<file path="src/rtl/function_unit_seq.sv">
// function_unit_seq: registered FS-coded ALU/shifter with valid/ready handshake and optional multiply
//   Optional feature macro: FU_MUL_EN (FS=01100 runs a WIDTH-cycle shift-add multiply).
//   Ports: clk, reset (sync, active-high); request in_valid/in_ready with A, B, FS, SH;
//   response out_valid/out_ready with result F and flags C (carry), V (overflow), Z (zero), N (negative).
module function_unit_seq #(
  parameter int WIDTH = 32,
  localparam int SHW = $clog2(WIDTH)
) (
  input  logic             clk,
  input  logic             reset,
  input  logic             in_valid,
  output logic             in_ready,
  input  logic [WIDTH-1:0] A,
  input  logic [WIDTH-1:0] B,
  input  logic [4:0]       FS,
  input  logic [SHW-1:0]   SH,
  output logic             out_valid,
  input  logic             out_ready,
  output logic [WIDTH-1:0] F,
  output logic             C,
  output logic             V,
  output logic             Z,
  output logic             N
);
  localparam logic [WIDTH:0] ONE = {{WIDTH{1'b0}}, 1'b1};
  localparam logic [WIDTH-1:0] MAXP = {1'b0, {(WIDTH-1){1'b1}}};
  localparam logic [WIDTH-1:0] MINN = {1'b1, {(WIDTH-1){1'b0}}};
  logic [WIDTH:0] a_x, b_x, nb_x, r;
  logic [WIDTH-1:0] sra, f_n, f_q, f_d;
  logic v, c_n, v_n, accept, load;
  logic c_q, c_d, v_q, v_d, ov_q, ov_d;
  assign a_x = {1'b0, A};
  assign b_x = {1'b0, B};
  assign nb_x = {1'b0, ~B};
  assign sra = $signed(A) >>> SH;
  // {carry, result} of every single-cycle op, plus signed overflow
  always_comb begin
    r = '0;
    v = 1'b0;
    case (FS)
      5'b00000, 5'b00111: r = a_x;
      5'b00001: begin r = a_x + ONE; v = A == MAXP; end
      5'b00010: begin r = a_x + b_x; v = A[WIDTH-1] == B[WIDTH-1] && r[WIDTH-1] != A[WIDTH-1]; end
      5'b00011: r = a_x + b_x + ONE;
      5'b00100: r = a_x + nb_x;
      5'b00101: begin r = {A < B, A - B}; v = A[WIDTH-1] != B[WIDTH-1] && r[WIDTH-1] != A[WIDTH-1]; end
      5'b00110: begin r = {A == '0, A - ONE[WIDTH-1:0]}; v = A == MINN; end
      5'b01000: r = {1'b0, A & B};
      5'b01001: r = {1'b0, A | B};
      5'b01010: r = {1'b0, A ^ B};
      5'b01011: r = {1'b0, ~A};
      5'b11100: r = b_x;
      5'b11101: r = {1'b0, A << SH};
      5'b11110: r = {1'b0, A >> SH};
      5'b11111: r = {1'b0, sra};
      default: r = '0;
    endcase
  end
`ifdef FU_MUL_EN
  localparam logic [0:0] IDLE = 1'b0;
  localparam logic [0:0] MUL = 1'b1;
  logic [0:0] st_q, st_d;
  logic [SHW-1:0] cnt_q, cnt_d;
  logic [WIDTH-1:0] mc_q, mc_d;
  logic [2*WIDTH-1:0] p_q, p_d;
  logic [WIDTH:0] psum;
  logic mul_go, mul_done;
  assign in_ready = st_q == IDLE && (!ov_q || out_ready);
  assign accept = in_valid && in_ready;
  assign mul_go = accept && FS == 5'b01100;
  assign mul_done = st_q == MUL && cnt_q == SHW'(WIDTH - 1);
  // p_q holds {partial product, remaining multiplier bits}; one bit retired per cycle
  assign psum = {1'b0, p_q[2*WIDTH-1:WIDTH]} + (p_q[0] ? {1'b0, mc_q} : '0);
  always_comb begin
    st_d = mul_go ? MUL : mul_done ? IDLE : st_q;
    cnt_d = st_q == MUL ? cnt_q + SHW'(1) : '0;
    mc_d = mul_go ? A : mc_q;
    p_d = mul_go ? {{WIDTH{1'b0}}, B} : st_q == MUL ? {psum, p_q[WIDTH-1:1]} : p_q;
  end
  assign load = (accept && !mul_go) || mul_done;
  assign f_n = mul_done ? p_d[WIDTH-1:0] : r[WIDTH-1:0];
  assign c_n = mul_done ? |p_d[2*WIDTH-1:WIDTH] : r[WIDTH];
  assign v_n = mul_done ? 1'b0 : v;
  always_ff @(posedge clk)
    if (reset) begin
      st_q <= IDLE;
      cnt_q <= '0;
      mc_q <= '0;
      p_q <= '0;
    end else begin
      st_q <= st_d;
      cnt_q <= cnt_d;
      mc_q <= mc_d;
      p_q <= p_d;
    end
`else
  assign in_ready = !ov_q || out_ready;
  assign accept = in_valid && in_ready;
  assign load = accept;
  assign f_n = r[WIDTH-1:0];
  assign c_n = r[WIDTH];
  assign v_n = v;
`endif
  // a result loaded on the same edge it is consumed keeps out_valid high
  always_comb begin
    f_d = load ? f_n : f_q;
    c_d = load ? c_n : c_q;
    v_d = load ? v_n : v_q;
    ov_d = load || (ov_q && !out_ready);
  end
  always_ff @(posedge clk)
    if (reset) begin
      f_q <= '0;
      c_q <= 1'b0;
      v_q <= 1'b0;
      ov_q <= 1'b0;
    end else begin
      f_q <= f_d;
      c_q <= c_d;
      v_q <= v_d;
      ov_q <= ov_d;
    end
  assign F = f_q;
  assign C = c_q;
  assign V = v_q;
  assign Z = f_q == '0;
  assign N = f_q[WIDTH-1];
  assign out_valid = ov_q;
endmodule

</file>
<file path="config.mk">
export PLATFORM = sky130hd
export DESIGN_NAME = function_unit_seq
export DESIGN_NICKNAME = d
export VERILOG_FILES = /design/src/rtl/function_unit_seq.sv
export SDC_FILE = /design/constraint.sdc
export NUM_CORES = 1
export LEC_CHECK = 0
export CORE_MARGIN = 8
export CORE_UTILIZATION = 50
export CTS_BUF_LIST = sky130_fd_sc_hd__clkbuf_4 sky130_fd_sc_hd__clkbuf_8
export CTS_CLUSTER_DIAMETER = 200
export DETAILED_ROUTE_END_ITERATION = 12
export PLACE_DENSITY = 0.66
export SLEW_MARGIN = 20
export SYNTH_ARGS = -nofsm -noshare
export SYNTH_HDL_FRONTEND = slang
export SYNTH_SLANG_ARGS = --single-unit
</file>
<file path="constraint.sdc">
create_clock -name clk -period 10.6 [get_ports clk]
set_clock_uncertainty 0.1 [all_clocks]
set_input_delay 1.06 -clock clk [delete_from_list [all_inputs] [get_ports clk]]
set_output_delay 1.06 -clock clk [all_outputs]
set_load 0.01 [all_outputs]
</file>
# Word level (Yosys, flattened, before mapping)
# Cells that the tools add are included.
op_classes:
  mul: 0
  shifts: 3
  order_cmp: 1
  bitwise: 5
  reduce_logical: 12
  div: 0
  eq_ne: 21
  n_addsub: 6
  n_mux: 2
op_table:
  columns: ["cell", "n"]
  rows:
  - ["$pmux W33 S15", 1]
  - ["$add A32 B32 Y33", 2]
  - ["$logic_not A32 Y1", 2]
  - ["$not A32 Y32", 2]
  - ["$add A32 B1 Y33 const B", 1]
  - ["$add A33 B1 Y33 const B", 1]
  - ["$and A32 B32 Y32", 1]
  - ["$eq A32 B31 Y1 const B", 1]
  - ["$eq A32 B32 Y1 const B", 1]
  - ["$lt A32 B32 Y1", 1]
  - ["$or A32 B32 Y32", 1]
  - ["$shl A32 B5 Y32", 1]
  - ["$shr A32 B5 Y32", 1]
  - ["$sshr A32 B5 Y32", 1]
  - ["$sub A32 B1 Y32 const B", 1]
  - ["$sub A32 B32 Y32", 1]
  - ["$xor A32 B32 Y32", 1]
  - ["$eq A5 B3 Y1 const B", 4]
  - ["$eq A5 B4 Y1 const B", 4]
  - ["$eq A5 B5 Y1 const B", 4]
  - ["$eq A5 B2 Y1 const B", 2]
  - ["$eq A5 B1 Y1 const B", 1]
  - ["$logic_not A5 Y1", 1]
  - ["$logic_and A1 B1 Y1", 4]
  - ["6 further kinds", 10]
word_totals:
  reg_bits: 35
  out_inout_bits: 38
  n_memories: 0
  latch_bits: 0
  ramBits: 0
  rom_bits: 0

# Longest topological paths before layout
depth:
  depth_word: 4
  mapped_depth: 21

# Worst setup path before layout
# Ideal clock, no wire load.
synth_timing:
  path_type: "input-to-reg"
  from: "input FS[2]"
  to: "register f_q[30] (netlist: F[30])"
  arrival_ps: 5071
  path_slack_ps: 5338
  stages: 21
  required_ps: 10409
  path_buffers: 3
  cell_sequence: "clkbuf_1 clkbuf_1 nand2_1 or3_1 clkbuf_1 or2_2 ha_1 inv_1 fa_1 nor2b_1 o21ai_0 a21boi_0 or4_1 nand2_1 o31ai_1 a311oi_1 o311ai_1 o21ai_0 xnor2_1 a22oi_1 a311oi_1"
synth_between:
  elab_chain_len: 3
  elab_cells_between_ends: 18
  cone_classes: "15 x eq/ne; 1 x mux; 2 x reduce/logical"
synth_rtl:
  columns: ["item", "line_no", "source"]
  rows:
  - ["start: declaration", "15", "input logic [4:0] FS,"]
  - ["$eq A5 B3 Y1 / $logic_not A5 Y1 (equally long branches)", "40", "case (FS)"]
  - ["$reduce_or A2 Y1", "40", null]
  - ["$pmux W33 S15 *", "40", null]
  - ["end signal: assignment", "113", "f_q <= '0;"]
  - ["end signal: assignment", "118", "f_q <= f_d;"]
  - ["end: declaration", "29", "logic [WIDTH-1:0] sra, f_n, f_q, f_d;"]
# Every way passes the cells marked *; elsewhere a longest branch is shown, timed or not.
# A chain may end at the register's enable or synchronous reset.

# Worst setup path in the final report
layout_timing:
  from: "input FS[0]"
  to: "register f_q[30] (netlist: F[30])"
# Same word-level chain as after synthesis.

==> flow_summary.yaml <==
status:
  status: "finished clean"
synth:
  synth.distinct_cells: 90
  synth_top_family_by_area: "compound AO/OA/AOI/OAI gates"
  syn_area_per_cell_um2: 6.49
  synth_fa_ha_area_frac: 0.121
  ys_async_sr_fraction: 0
  ys_ff_latch: 35
  synth_compound_area_frac: 0.359
  yosysSeqAreaShare: 0.0499
  syn_inst: 2165
  ys.flop_type: "dfxtp_1"
  syn_area_um2: 14000
  syn-num-nets: 2377
  yosys_warnings: 0
  synthSimpleGateAreaFrac: 0.248
  synth_edf_count: 0
  synth_mux_area_frac: 0.0776
  synth_xor_area_frac: 0.0667
placement:
  pre_cts_slack_ns: 3.66
  port_buffers: 115
  place_hpwl_um: 54600
  gp_congestion: 1.10
finish:
  drive_above_1_share: 0.0557
  final_util: 0.554
  area_growth_pct: 9.36
  layout.nets: 2367
  diodes: 0
  fillers: 2846
grt:
  antenna_found_initial: 3
  gr-total-overflow: 0
  grt_pass1_vias: 16500
  grt.total_usage: 0.401
  grt_max_degree: 103
  grt_pass1_wl_um: 104000
job:
  drv_cap: 0
clock_tree:
  cts_tree: "built"
  hold_buffers: 0
  cts_sinks: 35
  cts_buffers: 5
  cts_root_buffer: "clkbuf_8"
  clk_pin_slew_worst_paths_ns: 0.09
  cts_buffer_depth: 2
  cts_resized: 0
  clk_latency_ns: 0.33
  htreeDepth: 2
  cts_setup_buffers: 0
critical_path:
  start_kind: "primary input"
  crit_fanout: 32
  crit_slowest_cell: "clkdlybuf4s50_1"
  critPathBufInv: 3
  slowest_delay_ns: 0.98
  crit_chain: "clkdlybuf4s50_1 -> or3_1 -> buf_4 -> or2_2 -> ha_1 -> inv_1 -> fa_1 -> nor2b_1 -> o21ai_0 -> a21boi_0 -> or4_1 -> nand2_1 -> o31ai_1 -> a311oi_1 -> o311ai_1 -> o21ai_0 -> xnor2_1 -> a22oi_1 -> a311oi_1"
  crit_family: "compound AO/OA/AOI/OAI gates"
  cp.required_ns: 10.75
  endpoint_kind: "flop"
  arrival_ns: 6.94
  crit_type: "in -> reg"
die:
  die-area_um2: 33700
  die_y_um: 184
  core_area_um2: 27700
  io_pins: 116
  fp-row-count: 61
  start_util: 0.507
  fp.dieW_um: 184
routing:
  drtPass1Iterations: 6
  antenna_left: 0
  routedWlPerCell_um: 27.9
  drc: 0
  vias_per_cell: 7.14
  drtIter0Drc: 3105
  vias: 18100
  wl_um: 70700
min_path:
  hp-class: "reg -> reg"
power_and_ir_drop:
  p_per_area_nw_per_um2: 66.8
  peakVddDrop_mv: 0.0398
  leakagePower_nw: 6.05
sta:
  period_needed_ns: 6.79
  worst_slew_pin_slew_ns: 1.08
  tns_ns: 0
  slew_violations: 0
  setup_ws_ns: 3.81
  max_freq_mhz: 147
  hold_viol: 0
  fin_crit_sh: 0.640
  rsz0062_at_grt: "no"
  relSlewSlack: 0.269
  setup_viol_count_final: 0
  hold_ws_ns: 0.376
through the flow:
| stage | cell area (µm²) | instances | power (W) |
|---|---|---|---|
| finish | 15400 | 2534 | 0.00103 |
| global route | 15400 | 2534 | 0.00107 |
| CTS | 15400 | 2534 | 0.000990 |
| detailed placement | 15300 | 2526 | 0.000875 |
| global placement | 15300 | 2526 | 0.000867 |
| floorplan | 14000 | 2165 | 0.000631 |
report_power, final:
group / internal (W) / switching, W / total [W]
Sequential: 0.000138 / 0.00000893 / 0.000147
Combinational: 0.000263 / 0.000502 / 0.000765
Clock: 0.0000515 / 0.0000630 / 0.000114
Total: 0.000452 / 0.000574 / 0.00103
tightest hold or removal path, stage by stage (launching register included):
cell,delay (ns)
dfxtp_1,0.33
nand2_1,0.05
a21oi_1,0.05
layout make-up:
type | count | area [µm²] | area share
clock buffer | 7 | 83.8 | 0.00546
clock inverter | 1 | 5.00 | 0.000326
tap | 378 | 473 | 0.0308
inverter | 107 | 402 | 0.0262
timing repair buffer | 150 | 1400 | 0.0911
sequential | 35 | 701 | 0.0456
multi-input combinational | 1856 | 12300 | 0.801
worst paths after layout:
kind                  start     to  slack, ns  cells after the start
setup / recovery      FS[0]  F[30]       3.81                     19
hold / removal         F[0]   F[0]       0.38                      2
setup reg to reg  out_valid  F[27]       7.91                     10
hold reg to reg        F[0]   F[0]       0.38                      2
logic make-up after synthesis:
kind of cell,count (synthesis)
and+or+nand+nor,754
buffers and inverters,274
adders and majority gates,134
AOI/OAI and AO/OA,775
DFF,35
muxes,86
xor gates and xnor gates,107
layout by cell type, fill, tap and decap left out, drive strengths merged, types with 47 or more instances in the layout:
| master | n |
|---|---|
| nand3 | 57 |
| a21oi | 209 |
| nor2 | 283 |
| inv | 103 |
| mux2i | 56 |
| ha | 131 |
| clkdlybuf4s50 | 111 |
| a221oi | 47 |
| xnor2 | 77 |
| o21ai | 206 |
| nand2 | 202 |
flip-flops by register name, indices dropped and copies added, names as in the netlist:
| signal | cells |
|---|---|
| C | 1 |
| out_valid | 1 |
| V | 1 |
| F | 32 |
metal layers:
metal	GRT usage	share of wire	wire length, µm	up-vias
li1	-	-	-	7938
met1	0.538	0.39	27600	8390
met2	0.572	0.40	28200	1490
met3	0.116	0.15	10600	277
met4	0.204	0.059	4140	6
met5	0	0.00057	40	-
Yosys cell counts (all sizes together) (5+ instances only):
cell	count	area share
a22o	5	0.0031
o22ai	15	0.0071
a31oi	21	0.0094
a221o	13	0.0093
xor2	30	0.019
o21bai	15	0.0080
and2	11	0.0049
a22oi	24	0.013
o21a	20	0.011
a311oi	7	0.0065
nand3	57	0.021
xnor2	77	0.048
dfxtp	35	0.050
nand2	202	0.054
o221ai	14	0.0087
o211ai	24	0.013
or3	14	0.0062
o311ai	5	0.0031
clkbuf	119	0.032
or2	6	0.0027
a211oi	31	0.017
a21boi	9	0.0048
a21o	30	0.017
a211o	11	0.0069
nand4	35	0.016
and3	14	0.0063
o2111ai	14	0.0087
mux4	17	0.027
mux2	13	0.010
inv	103	0.028
ha	131	0.12
mux2i	56	0.040
a221oi	47	0.029
nand2b	25	0.011
nor4	27	0.016
o31ai	17	0.0094
a2111oi	11	0.0069
nor2	283	0.076
nor3	46	0.016
a21oi	209	0.076
o21ai	206	0.074
buf	48	0.017
nor2b	16	0.0071
Note: power is estimated with default switching activity, not from simulation.
